[src/rtl/ex_muldiv_unit.sv]
// ============================================================================
//  Module   : ex_muldiv_unit
//  Brief    : Iterative MIPS-style multiply/divide unit with HI/LO registers.
//  Revision : 1.0
// ============================================================================
`default_nettype none

module ex_muldiv_unit #(
  parameter int XLEN  = 32,
  parameter int ITERS = 32
) (
  input  logic            clk,
  input  logic            rst,
  input  logic            start_in,
  input  logic            flush_in,
  input  logic [2:0]      op_in,
  input  logic [XLEN-1:0] rs_val_in,
  input  logic [XLEN-1:0] rt_val_in,
  output logic            stall_out,
  output logic            busy_out,
  output logic            done_out,
  output logic [XLEN-1:0] hi_out,
  output logic [XLEN-1:0] lo_out,
  output logic [XLEN-1:0] mf_result_out
);

  localparam int         c_CNT_W   = (ITERS > 1) ? $clog2(ITERS) : 1;
  localparam logic [2:0] c_OP_MULT = 3'd0;
  localparam logic [2:0] c_OP_DIV  = 3'd2;
  localparam logic [2:0] c_OP_MFHI = 3'd4;
  localparam logic [2:0] c_OP_MFLO = 3'd5;
  localparam logic [2:0] c_OP_MTHI = 3'd6;
  localparam logic [2:0] c_OP_MTLO = 3'd7;

  typedef enum logic [1:0] {
    S_IDLE = 2'd0,
    S_RUN  = 2'd1,
    S_FIX  = 2'd2
  } state_t;

  state_t               r_state;
  logic [c_CNT_W-1:0]   r_count;
  logic [XLEN-1:0]      r_hi;
  logic [XLEN-1:0]      r_lo;
  logic                 r_done;
  logic                 r_is_div;
  logic                 r_neg_q;
  logic                 r_neg_r;
  logic                 r_div0;
  logic [XLEN-1:0]      r_rs_raw;
  logic [XLEN-1:0]      r_opnd_a;
  logic [XLEN-1:0]      r_acc_hi;
  logic [XLEN-1:0]      r_acc_lo;

  logic                 w_accept;
  logic                 w_signed;
  logic                 w_rs_neg;
  logic                 w_rt_neg;
  logic [XLEN-1:0]      w_rs_mag;
  logic [XLEN-1:0]      w_rt_mag;
  logic                 w_op_div;
  logic [XLEN:0]        w_mul_sum;
  logic [XLEN:0]        w_div_shift;
  logic [XLEN:0]        w_div_diff;
  logic                 w_div_ge;
  logic [2*XLEN-1:0]    w_prod;
  logic [2*XLEN-1:0]    w_prod_fix;
  logic [XLEN-1:0]      w_quot;
  logic [XLEN-1:0]      w_rem;

  assign busy_out  = (r_state != S_IDLE);
  assign stall_out = start_in & ~flush_in & busy_out;
  assign w_accept  = start_in & ~flush_in & ~stall_out;
  assign done_out  = r_done;
  assign hi_out    = r_hi;
  assign lo_out    = r_lo;

  assign w_op_div = op_in[1];
  assign w_signed = (op_in == c_OP_MULT) | (op_in == c_OP_DIV);
  assign w_rs_neg = w_signed & rs_val_in[XLEN-1];
  assign w_rt_neg = w_signed & rt_val_in[XLEN-1];
  assign w_rs_mag = w_rs_neg ? -rs_val_in : rs_val_in;
  assign w_rt_mag = w_rt_neg ? -rt_val_in : rt_val_in;

  // Multiply: r_acc_lo holds the multiplier and fills with product low bits.
  assign w_mul_sum = {1'b0, r_acc_hi} + (r_acc_lo[0] ? {1'b0, r_opnd_a} : {(XLEN+1){1'b0}});

  // Divide: r_acc_hi is the partial remainder, r_acc_lo shifts dividend out / quotient in.
  assign w_div_shift = {r_acc_hi, r_acc_lo[XLEN-1]};
  assign w_div_diff  = w_div_shift - {1'b0, r_opnd_a};
  assign w_div_ge    = ~w_div_diff[XLEN];

  assign w_prod     = {r_acc_hi, r_acc_lo};
  assign w_prod_fix = r_neg_q ? -w_prod : w_prod;
  assign w_quot     = r_neg_q ? -r_acc_lo : r_acc_lo;
  assign w_rem      = r_neg_r ? -r_acc_hi : r_acc_hi;

  always_comb begin
    mf_result_out = '0;
    if (op_in == c_OP_MFHI) begin
      mf_result_out = r_hi;
    end else if (op_in == c_OP_MFLO) begin
      mf_result_out = r_lo;
    end
  end

  always_ff @(negedge clk or posedge rst) begin
    if (rst) begin
      r_state  <= S_IDLE;
      r_count  <= '0;
      r_hi     <= '0;
      r_lo     <= '0;
      r_done   <= 1'b0;
      r_is_div <= 1'b0;
      r_neg_q  <= 1'b0;
      r_neg_r  <= 1'b0;
      r_div0   <= 1'b0;
      r_rs_raw <= '0;
      r_opnd_a <= '0;
      r_acc_hi <= '0;
      r_acc_lo <= '0;
    end else begin
      r_done <= 1'b0;
      case (r_state)
        S_IDLE: begin
          if (w_accept) begin
            if (!op_in[2]) begin
              r_is_div <= w_op_div;
              r_neg_q  <= w_rs_neg ^ w_rt_neg;
              r_neg_r  <= w_rs_neg;
              r_div0   <= w_op_div & (rt_val_in == '0);
              r_rs_raw <= rs_val_in;
              r_opnd_a <= w_op_div ? w_rt_mag : w_rs_mag;
              r_acc_hi <= '0;
              r_acc_lo <= w_op_div ? w_rs_mag : w_rt_mag;
              r_count  <= c_CNT_W'(ITERS - 1);
              r_state  <= S_RUN;
            end else if (op_in == c_OP_MTHI) begin
              r_hi <= rs_val_in;
            end else if (op_in == c_OP_MTLO) begin
              r_lo <= rs_val_in;
            end
          end
        end
        S_RUN: begin
          if (r_is_div) begin
            r_acc_hi <= w_div_ge ? w_div_diff[XLEN-1:0] : w_div_shift[XLEN-1:0];
            r_acc_lo <= {r_acc_lo[XLEN-2:0], w_div_ge};
          end else begin
            {r_acc_hi, r_acc_lo} <= {w_mul_sum, r_acc_lo[XLEN-1:1]};
          end
          if (r_count == '0) begin
            r_state <= S_FIX;
          end else begin
            r_count <= r_count - 1'b1;
          end
        end
        S_FIX: begin
          if (!r_is_div) begin
            r_hi <= w_prod_fix[2*XLEN-1:XLEN];
            r_lo <= w_prod_fix[XLEN-1:0];
          end else if (r_div0) begin
            // Divide by zero reports the raw dividend, bypassing sign fix-up.
            r_hi <= r_rs_raw;
            r_lo <= '1;
          end else begin
            r_hi <= w_rem;
            r_lo <= w_quot;
          end
          r_done  <= 1'b1;
          r_state <= S_IDLE;
        end
        default: r_state <= S_IDLE;
      endcase
    end
  end

endmodule

`default_nettype wire
[config.mk]
export PLATFORM = sky130hd
export DESIGN_NAME = ex_muldiv_unit
export DESIGN_NICKNAME = d
export VERILOG_FILES = /design/src/rtl/ex_muldiv_unit.sv
export SDC_FILE = /design/constraint.sdc
export NUM_CORES = 1
export LEC_CHECK = 0
export BUFFER_PORTS_ARGS = -buffer_cell sky130_fd_sc_hd__buf_2
export CAP_MARGIN = 20
export CORE_MARGIN = 2
export CORE_UTILIZATION = 48
export CTS_BUF_LIST = sky130_fd_sc_hd__clkbuf_16
export DETAILED_ROUTE_END_ITERATION = 16
export PLACE_DENSITY = 0.72
export SYNTH_ARGS = -nofsm -noshare
export SYNTH_HDL_FRONTEND = slang
export SYNTH_SLANG_ARGS = --single-unit
export TNS_END_PERCENT = 10
[constraint.sdc]
create_clock -name clk -period 5.2 [get_ports clk]
set_input_delay 0.26 -clock clk [delete_from_list [all_inputs] [get_ports clk]]
set_output_delay 0.26 -clock clk [all_outputs]
set_load 0.01 [all_outputs]
After elaboration in Yosys (flattened, before gate mapping)
Cells that the tools add are included.
{"block": "classes", "div_mod_pow": 0, "magnitude_cmp": 0, "n_addsub": 8, "muxes": 41, "bitwise": 12, "n_shift": 0, "eq_ne": 15, "mul": 0, "n_reduce_logical": 13}
{"op": "$mux W32", "n": 27}
{"op": "$pmux W32 S2", "n": 4}
{"op": "$neg A32 Y32", "n": 4}
{"op": "$mux W64", "n": 1}
{"op": "$neg A64 Y64", "n": 1}
{"op": "$add A32 B32 Y33", "n": 1}
{"op": "$sub A33 B32 Y33", "n": 1}
{"op": "$logic_not A32 Y1", "n": 1}
{"op": "$ne A2 B2 Y1 const B", "n": 8}
{"op": "$mux W5", "n": 3}
{"op": "$eq A3 B3 Y1 const B", "n": 4}
{"op": "$pmux W5 S2", "n": 1}
{"op": "$reduce_and A3 Y1", "n": 3}
{"op": "$reduce_and A4 Y1", "n": 2}
{"op": "$and A1 B1 Y1", "n": 6}
{"op": "$mux W2", "n": 3}
{"op": "$reduce_bool A2 Y1", "n": 3}
{"op": "$logic_not A5 Y1", "n": 1}
{"op": "$reduce_and A5 Y1", "n": 1}
{"op": "$sub A5 B1 Y5 const B", "n": 1}
{"op": "$not A1 Y1", "n": 4}
{"op": "$pmux W2 S2", "n": 1}
{"op": "$eq A3 B2 Y1 const B", "n": 1}
{"op": "$logic_not A3 Y1", "n": 1}
{"op": "other kinds (6)", "n": 6}
{"block": "totals", "wordCells": 102, "inputBits": 71, "output_inout_bits": 99, "regBits": 204, "romBits": 0, "mem_bits_rw": 0, "memories": 0, "latchBits": 0}

Longest topological paths before layout
Gate-level depths: netlist of the first run.
{"block": "logic_depth", "ltp_word": 8, "ltp_mapped": 14, "depth_no_buf": 14}

==> results of run 1 <==
-- path summary, 6_finish.rpt --
path | to | cells past startpoint | slack, ns | start
worst max-delay path | r_opnd_a[24] | 13 | 0.20 | rs_val_in[0]
worst min-delay path | r_opnd_a[2] | 2 | 0.44 | r_opnd_a[2]
worst max register to register | r_acc_hi[31] | 15 | 0.85 | r_acc_lo[0]
worst min register to register | r_opnd_a[2] | 2 | 0.44 | r_opnd_a[2]
max in group asynchronous | r_acc_hi[13] | 4 | 2.07 | rst
min in group asynchronous | lo_out[20] | 2 | 2.26 | rst
-- registers in the layout, summed over array words and instances, names as in the netlist --
| register | flops |
|---|---|
| done_out | 1 |
| r_neg_r | 1 |
| r_acc_lo | 32 |
| r_opnd_a | 32 |
| r_acc_hi | 32 |
| r_is_div | 1 |
| hi_out | 32 |
| r_rs_raw | 32 |
| r_count | 5 |
| r_state | 2 |
| lo_out | 32 |
| r_div0 | 1 |
| r_neg_q | 1 |
-- worst max-delay path, stage by stage --
cell	delay, ns
buf_2	0.13
inv_1	0.12
ha_1	0.19
nand2b_1	0.07
or4_1	0.54
nor2b_1	0.17
and2_1	0.19
nand2_1	0.09
buf_4	0.18
o31ai_1	0.24
xor2_1	0.21
o21ai_0	0.10
mux2_2	0.27
-- final cells by class --
type	count	area, um2	share of cell area (%)
timing repair buffer	272	1740	8.87
tap	455	569	2.90
clock inverter	19	235	1.20
sequential	204	5100	26.0
multi-input combinational	1738	11200	56.8
inverter	65	248	1.26
clock buffer	24	601	3.05
-- Yosys cell counts (16+ instances only) --
library cell,number
and3_1,17
a211oi_1,16
inv_1,63
nand2_1,232
a22o_1,36
a21o_1,25
a21oi_1,188
nand3_1,29
xor2_1,55
nand2b_1,17
dfrtn_1,204
o22ai_1,37
a31oi_1,17
or3_1,24
nor4_1,16
nor3_1,54
o31ai_1,28
mux2i_1,77
nor2_1,195
ha_1,70
a22oi_1,22
o21ai_0,232
clkbuf_1,129
xnor2_1,105
mux2_2,48
-- power by group --
group          switching, mW  leakage, nW  internal, mW  total (mW)
clock                  0.735        0.408          1.09        1.83
combinational           4.75         5.84          3.27        8.03
sequential              1.07         2.53          2.40        3.48
total                   6.56         8.78          6.77        13.3
-- per-layer routing --
layer  vias to the layer above  global-route usage, %
met5                         -                      0
met4                         2                   13.5
met3                       149                   4.78
met2                       895                   52.8
met1                      8688                   49.8
li1                       8081                      -
-- per-stage QoR --
stage	cells	hold WS (ns)	total power [mW]	utilization, %
3_5_place_dp	2732	0.435	11.3	54.1
2_1_floorplan	2153	0.405	8.77	-
3_3_place_gp	2731	0.431	11.1	54.0
5_1_grt	2777	0.455	14.3	56.6
4_1_cts	2775	0.435	13.2	56.5
6_report	2777	0.436	13.3	56.6
-- cell families (layout without fill, tap and decap cells) --
logic type      after synthesis  in the layout  synth area share, %
simple gates                663            663                 18.0
compound gates              718            718                 25.9
xor+xnor                    160            160                 8.23
mux                         125            125                 7.70
buf+inv                     211            380                 4.80
fa+ha+maj                    72             72                 5.38
flops                       204            204                 30.0
==> run metrics, run 1 <==
status=complete, no violations; register area share after synthesis=30.0%; CTS root buffer=clkbuf_16; kind of critical path=primary input to flop; first-pass GRT wire length=98.0 mm; met3 wire length=5.92 mm; area leader, netlist=dfrtn_1; TritonRoute pass-1 iters=6; Final ANT Viol Nets=0; clk_skew=0.0137 ns; H-Tree Depth=1; largest net degree at the start of global routing=92; Lkg Pwr=8.78 nW; Metal-1 WL=27.9 mm; Global Route Usage Sum=34.7%; Die H=192 um; fillers=3287; pwr/cell area=678 nW/um2; CTS sink cnt=204; clk slew on worst S/H paths=0.04 ns; Post-DP HPWL=48.7 mm; Hold WC Path Type=flop to flop; initial antenna violation count=1; Initial Util=49.1%; startpoint types=primary input; Iter 0 DRT Violations=1512; die width=192 um; Netlist cell types=76; number of vias per cell=6.42; pre-CTS setup slack=-0.302 ns; crit path DAT=2.78 ns; synthesized net count=2296; fin. max-slew vios=0; Overflow after GRT=0; # rows=68; WL per Instance=23.3 um; Layout Nets=2448; Slew headroom=35.7%; Top Layer Used=met5; area fraction of the dominant cell type after synthesis=30.0%; Primary FF master, synth=dfrtn_1; Synth Cell Area=17000 um2; maximum clock path buffer count=3; VDD IR max=0.000421 V; Mapped Avg Cell Area=7.91 um2; post-CTS setup buffers=0; Ys Warns=0; Final Cell Area=19700 um2; Yosys reg bits=204; vias in the first global route=16403; CP Capture Type=flop; die area=37000 um2; Synth-to-Final Area Change=15.4%; I/O pin total=170; Core ar.=34700 um2; Clk Latency, worst-skew pair=0.54 ns; number of synthesized flops with an enable pin=0; Worst EP required=2.98 ns; drt drc=0; Post-synth ARST share=100%; ANT cells=0; commonest non-fill, non-tap cell in the layout=o21ai_0; RD Place Congestion=0.987; worst-path fanout max=4; total CTS buffers=24; Placed Instance Area=18800 um2; final setup TNS=0 ns; detailed-route via count=17815; worst-margin pin slew=0.965 ns; number of port buffers=169; Hold Fails Final Rpt=0; share of cells above drive strength 1=16.8%; max_cap viols=0; met2 wire len=28.1 mm; CTS tree=yes; Mapped Cells=2153; commonest non-fill, non-tap cells in the layout=232 x o21ai_0, 231 x nand2_1, 204 x dfrtn_1, 194 x nor2_1, 188 x a21oi_1; setup ws final=0.197 ns; RSZ-0062 raised after global routing=false; final WL=64.7 mm; # hold bufs at CTS=0; final setup fails=0; Synth area leaders=dfrtn_1 30%, o21ai_0 6.8%, a21oi_1 5.5%; post-cts resize count=0
Power figures use the tool's default switching activity.
==> run 2: changes to the inputs <==
- clock period: 5.2 -> 4.06 ns (I/O delays scaled with it)
==> run 2 against run 1 <==
- wire length rose by 2.8%
- flip-flop and latch count unchanged
- final area up 5.9%
- global-route usage rose by 1.0 points
- clock skew fell by 0.0052 ns
- via count is 2.2% higher
- non-clock buffer count rose by 128
- clock power grew 18%
- first-iteration DRC count grew 6.8%
- core utilization is 3.4 points higher
- largest cell class unchanged
==> run metrics, run 2 (synthesis gave the netlist of run 1 again) <==
Layout Nets=2577; final setup fails=0; FF-to-FF path depth=17; number of port buffers=169; Slew headroom=35.7%; Final ANT Viol Nets=0; clk slew on worst S/H paths=0.04 ns; Hold Crit Endpoint=r_opnd_a[20]; commonest non-fill, non-tap cells in the layout=230 x nand2_1, 225 x o21ai_0, 214 x buf_4, 204 x dfrtn_1, 193 x nor2_1; worst-path fanout max=2; commonest non-fill, non-tap cell in the layout=nand2_1; Hold Fails Final Rpt=0; first-pass GRT wire length=101 mm; Crit path largest cell delay=0.45 ns; WL per Instance=22.9 um; final core utilization=60.0%; cells along the critical path=buf_2 > or3_4 > or4_4 > nor2b_4 > and2_4 > nand2_4 > o41ai_4 > xor2_1 > o21ai_1 > mux2_4; Worst EP required=2.41 ns; drt drc=0; Buf+Inv Stages, Crit Path=1; # hold bufs at CTS=0; Core ar.=34700 um2; RSZ-0062 raised after global routing=true; status=complete, no violations; Overflow after GRT=0; vias in the first global route=17327; number of vias per cell=6.27; Clk Latency, worst-skew pair=0.55 ns; fin. max-slew vios=0; Hold Path Stages=2; hold path startpoint=r_opnd_a[20]; CTS sink cnt=204; # rows=68; CTS root buffer=clkbuf_16; die area=37000 um2; final setup TNS=0 ns; Global Route Usage Sum=35.7%; max_cap viols=0; Initial Util=49.1%; maximum clock path buffer count=3; RD Place Congestion=0.972; Final Cell Area=20800 um2; worst-margin pin slew=0.965 ns; pwr/cell area=845 nW/um2; Hold WC Path Type=flop to flop; CP max stage cell=or4_4; ANT cells=0; crit path DAT=2.40 ns; CTS tree=yes; Iter 0 DRT Violations=1615; total power=17.6 mW; Reg2Reg Setup Slack=0.18 ns; Synth-to-Final Area Change=22.3%; VDD IR max=0.000552 V; I/O pin total=170; share of cells above drive strength 1=21.8%; delay-heaviest family, CP=simple AND/OR/NAND/NOR gates; final WL=66.5 mm; total CTS buffers=25; FF-to-FF End=r_acc_hi[29]; H-Tree Depth=1; Lkg Pwr=9.49 nW; Die H=192 um; largest net degree at the start of global routing=92; kind of critical path=primary input to flop; CP Capture Type=flop; detailed-route via count=18201; Placed Instance Area=19800 um2; initial antenna violation count=2; startpoint types=primary input; clk_skew=0.00847 ns; die width=192 um; TritonRoute pass-1 iters=5; Reg-to-Reg Start=r_acc_lo[0]; Post-DP HPWL=51.1 mm
==> run 2: cell types whose count changed in the layout (fill, tap and decap cells not counted), moves of 3 or more <==
cell,delta
buf_12,+6
buf_4,+121
bufinv_16,-3
inv_1,+4
o21ai_0,-7
o21ai_1,+6
o31ai_1,-3
==> run 2: worst reg2reg max path, cell delays in order, from the launching register on <==
cell,delay [ns]
dfrtn_1,0.48
and2_1,0.16
ha_1,0.17
inv_1,0.06
fa_1,0.40
nor2b_1,0.22
o2111ai_1,0.17
a21oi_1,0.33
nor2_1,0.12
buf_4,0.17
o311ai_1,0.39
buf_4,0.19
a41oi_1,0.13
o21ai_0,0.27
buf_4,0.16
xor2_1,0.05
a22oi_1,0.15
o21ai_0,0.11
==> run 2: final cells by class <==
class                   instances  area, um2
clock inverters                18        135
repair buffers                400       2820
well taps                     455        569
inverters                      65        250
multi-input cells            1738      11300
fillers                      3174      13900
flip-flops and latches        204       5100
clock buffers                  25        626
==> run 2: routing by layer <==
metal  vias to the layer above  global-route usage [%]  wire length, um
met5                         -                       0               13
met4                         2                    15.1             3160
met3                       164                    7.42             6350
met2                       886                    55.1            29000
met1                      8782                    48.6            28000
li1                       8367                       -                -
==> run 2: what timing repair did <==
action,in CTS,in global routing
setup endpoints to repair,16,25
gates resized for setup,20,29
setup buffers,2,2
hold endpoints to repair,0,0
pin swaps,7,12
==> run 2: stage by stage <==
stage	hold WS, ns	worst slack [ns]	cells
3_3_place_gp	0.431	-0.824	2853
6_report	0.433	0.0186	2905
5_1_grt	0.458	-0.0707	2905
4_1_cts	0.435	0.00209	2900
2_1_floorplan	0.405	-0.686	2153
3_5_place_dp	0.435	-0.875	2855
==> run 2: report_power, final <==
group	switching, mW	internal [mW]
sequential	1.07	3.08
combinational	6.61	4.68
clock	0.920	1.23
==> run 2: how the worst max path moves through the flow <==
stage / from / end / slack (ns) / cells past startpoint
final: rs_val_in[5] / r_opnd_a[28] / 0.02 / 10
after global placement: rs_val_in[0] / r_opnd_a[28] / -0.82 / 12
after CTS: rs_val_in[0] / r_opnd_a[24] / 0.002 / 13
after floorplan: rst / done_out / -0.69 / 1
after detailed placement: rs_val_in[0] / r_opnd_a[28] / -0.88 / 12
after global routing: rs_val_in[5] / r_opnd_a[28] / -0.07 / 10
==> run 3: changes to the inputs <==
--- a/config.mk
+++ b/config.mk
@@ -12,5 +12,5 @@
 export CTS_BUF_LIST = sky130_fd_sc_hd__clkbuf_16
 export DETAILED_ROUTE_END_ITERATION = 16
-export PLACE_DENSITY = 0.72
+export PLACE_DENSITY = 0.7
 export SYNTH_ARGS = -nofsm -noshare
 export SYNTH_HDL_FRONTEND = slang
==> constraint.sdc (replaced) <==
create_clock -name clk -period 4.06 [get_ports clk]
set_input_delay 0 -clock clk [delete_from_list [all_inputs] [get_ports clk]]
set_output_delay 0 -clock clk [all_outputs]
set_load 0.01 [all_outputs]
==> run 3 against run 2 <==
- sequential share of layout area up 0.47 points
- total power down 0.36%
- die area unchanged
- via count up 0.10%
- flip-flop and latch count unchanged
- clock skew up 0.0072 ns
- core utilization down 1.1 points
- setup slack better by 0.027 ns
- register-to-register slack worse by 0.04 ns
- critical path type unchanged
- critical endpoint is now r_acc_lo[14]
- highest routed layer unchanged
==> run metrics, run 3 (synthesis gave the netlist of run 1 again) <==
Core ar.=34700 um2; # rows=68; detailed-route via count=18220; Flop pwr share=23.7%; commonest non-fill, non-tap cells in the layout=231 x nand2_1, 227 x o21ai_0, 204 x dfrtn_1, 194 x nor2_1, 188 x a21oi_1; final setup fails=0; commonest non-fill, non-tap cell in the layout=nand2_1; die area=37000 um2; combinational share of power=63.5%; final core utilization=58.9%; startpoint types=primary input; kind of critical path=primary input to flop; Synth-to-Final Area Change=20.0%; Placed Instance Area=19400 um2; fin. max-slew vios=0; I/O pin total=170; RSZ-0062 raised after global routing=true; CP max stage cell=or4_4; share of cells above drive strength 1=20.5%; Post-DP HPWL=50.6 mm; first-pass GRT wire length=98.9 mm; Sw Pwr=8.59 mW; # hold bufs at CTS=0; cells along the critical path=buf_2 > or3_4 > or4_4 > nor2b_4 > buf_4 > buf_4 > buf_4 > buf_4 > buf_4 > buf_4 > nor2_1 > xnor2_1 > mux2i_1 > a21oi_1 > o21ai_1; WL per Instance=23.0 um; Hold Fails Final Rpt=0; worst-path fanout max=3; CTS root buffer=clkbuf_16; pwr/cell area=858 nW/um2; Hold WC Path Type=flop to flop; Worst EP required=2.40 ns; TritonRoute pass-1 iters=5; CP Capture Type=flop; Slew headroom=31.3%; internal power=8.94 mW; sw frac=49.0%; clk_skew=0.0157 ns; worst hold margin=0.429 ns; Iter 0 DRT Violations=2160; total power=17.5 mW; Lkg Pwr=9.26 nW; die width=192 um; VDD IR max=0.000432 V; crit path DAT=2.36 ns; drt drc=0; max_cap viols=0; Clk Latency, worst-skew pair=0.54 ns; vias in the first global route=16680; clk slew on worst S/H paths=0.04 ns; CTS tree=yes; CTS sink cnt=204; status=complete, no violations; final setup TNS=0 ns; cell repeated most along the worst path=buf_4; Final Cell Area=20400 um2; total CTS buffers=25; initial antenna violation count=2; Layout Nets=2545; Die H=192 um; RD Place Congestion=0.972; number of port buffers=169; worst-margin pin slew=1.02 ns; Overflow after GRT=0; final WL=66.0 mm; H-Tree Depth=1; Global Route Usage Sum=35.1%; maximum clock path buffer count=3; Crit path largest cell delay=0.53 ns; largest net degree at the start of global routing=77; power share of the clock group=12.8%; Initial Util=49.1%; number of vias per cell=6.34; Final ANT Viol Nets=0
[run 3: changes by cell type in the layout (fill, tap and decap cells not counted), moves of 2 or more]
| cell | change |
|---|---|
| inv_1 | -3 |
| clkinvlp_4 | +2 |
| buf_4 | -27 |
| o21ai_1 | -2 |
| buf_6 | -2 |
| o21ai_0 | +2 |
| buf_12 | -5 |
| buf_2 | +3 |
| nor4_4 | -2 |
[run 3: critical path, delay by kind of cell]
kind | cells | cell delay [ns]
AND/OR/NAND/NOR | 4 | 1.10
XOR/XNOR | 1 | 0.22
multiplexers | 1 | 0.11
buffers and inverters | 7 | 0.68
AO/OA/AOI/OAI | 2 | 0.25
[run 3: through the flow]
stage	instances	setup WS [ns]
floorplan	2153	-0.483
global placement	2821	-0.610
detailed placement	2821	-0.690
CTS	2869	0.0143
global route	2873	-0.0383
finish	2874	0.0451
[run 3: cell type report]
cell class                      instances  area, um2
Clock buffer                           25        626
Inverter                               65        248
Fill cell                            3229      14300
Tap cell                              455        569
Sequential cell                       204       5100
Antenna cell                            1       2.50
Timing Repair Buffer                  368       2490
Multi-Input combinational cell       1738      11200
Clock inverter                         18        170
[run 3: worst paths after layout]
kind	startpoint	end	slack, ns	cells after the start
min in group asynchronous	rst	r_rs_raw[12]	1.36	2
max in group asynchronous	rst	r_acc_hi[7]	1.90	3
hold reg to reg	r_opnd_a[8]	r_opnd_a[8]	0.43	2
setup / recovery	rs_val_in[5]	r_acc_lo[14]	0.05	15
setup reg to reg	r_acc_hi[1]	hi_out[24]	0.14	11
hold / removal	r_opnd_a[8]	r_opnd_a[8]	0.43	2
[run 3: what timing repair did]
| action | 4_1_cts | 5_1_grt |
|---|---|---|
| endpoints found under the setup margin | 7 | 24 |
| resized for setup | 5 | 16 |
| setup buffers | 5 | 0 |
| pin swaps | 1 | 11 |
| endpoints found under the hold margin | 0 | 0 |
[run 3: routing by layer]
metal	GRT usage, %	wire length (um)	vias up
met5	0	18	-
met4	12.1	2470	2
met3	6.38	6610	143
met2	54.0	28800	960
met1	49.5	28100	8823
li1	-	-	8292
[run 3: power groups by stage]
stage               Sequential, mW  Combinational, mW  Clock [mW]
finish                        4.15               11.1        2.24
global route                  4.22               12.1        2.34
CTS                           4.10               10.9        2.26
detailed placement            4.13               10.8           0
global placement              4.08               10.6           0
floorplan                     3.90               7.33           0
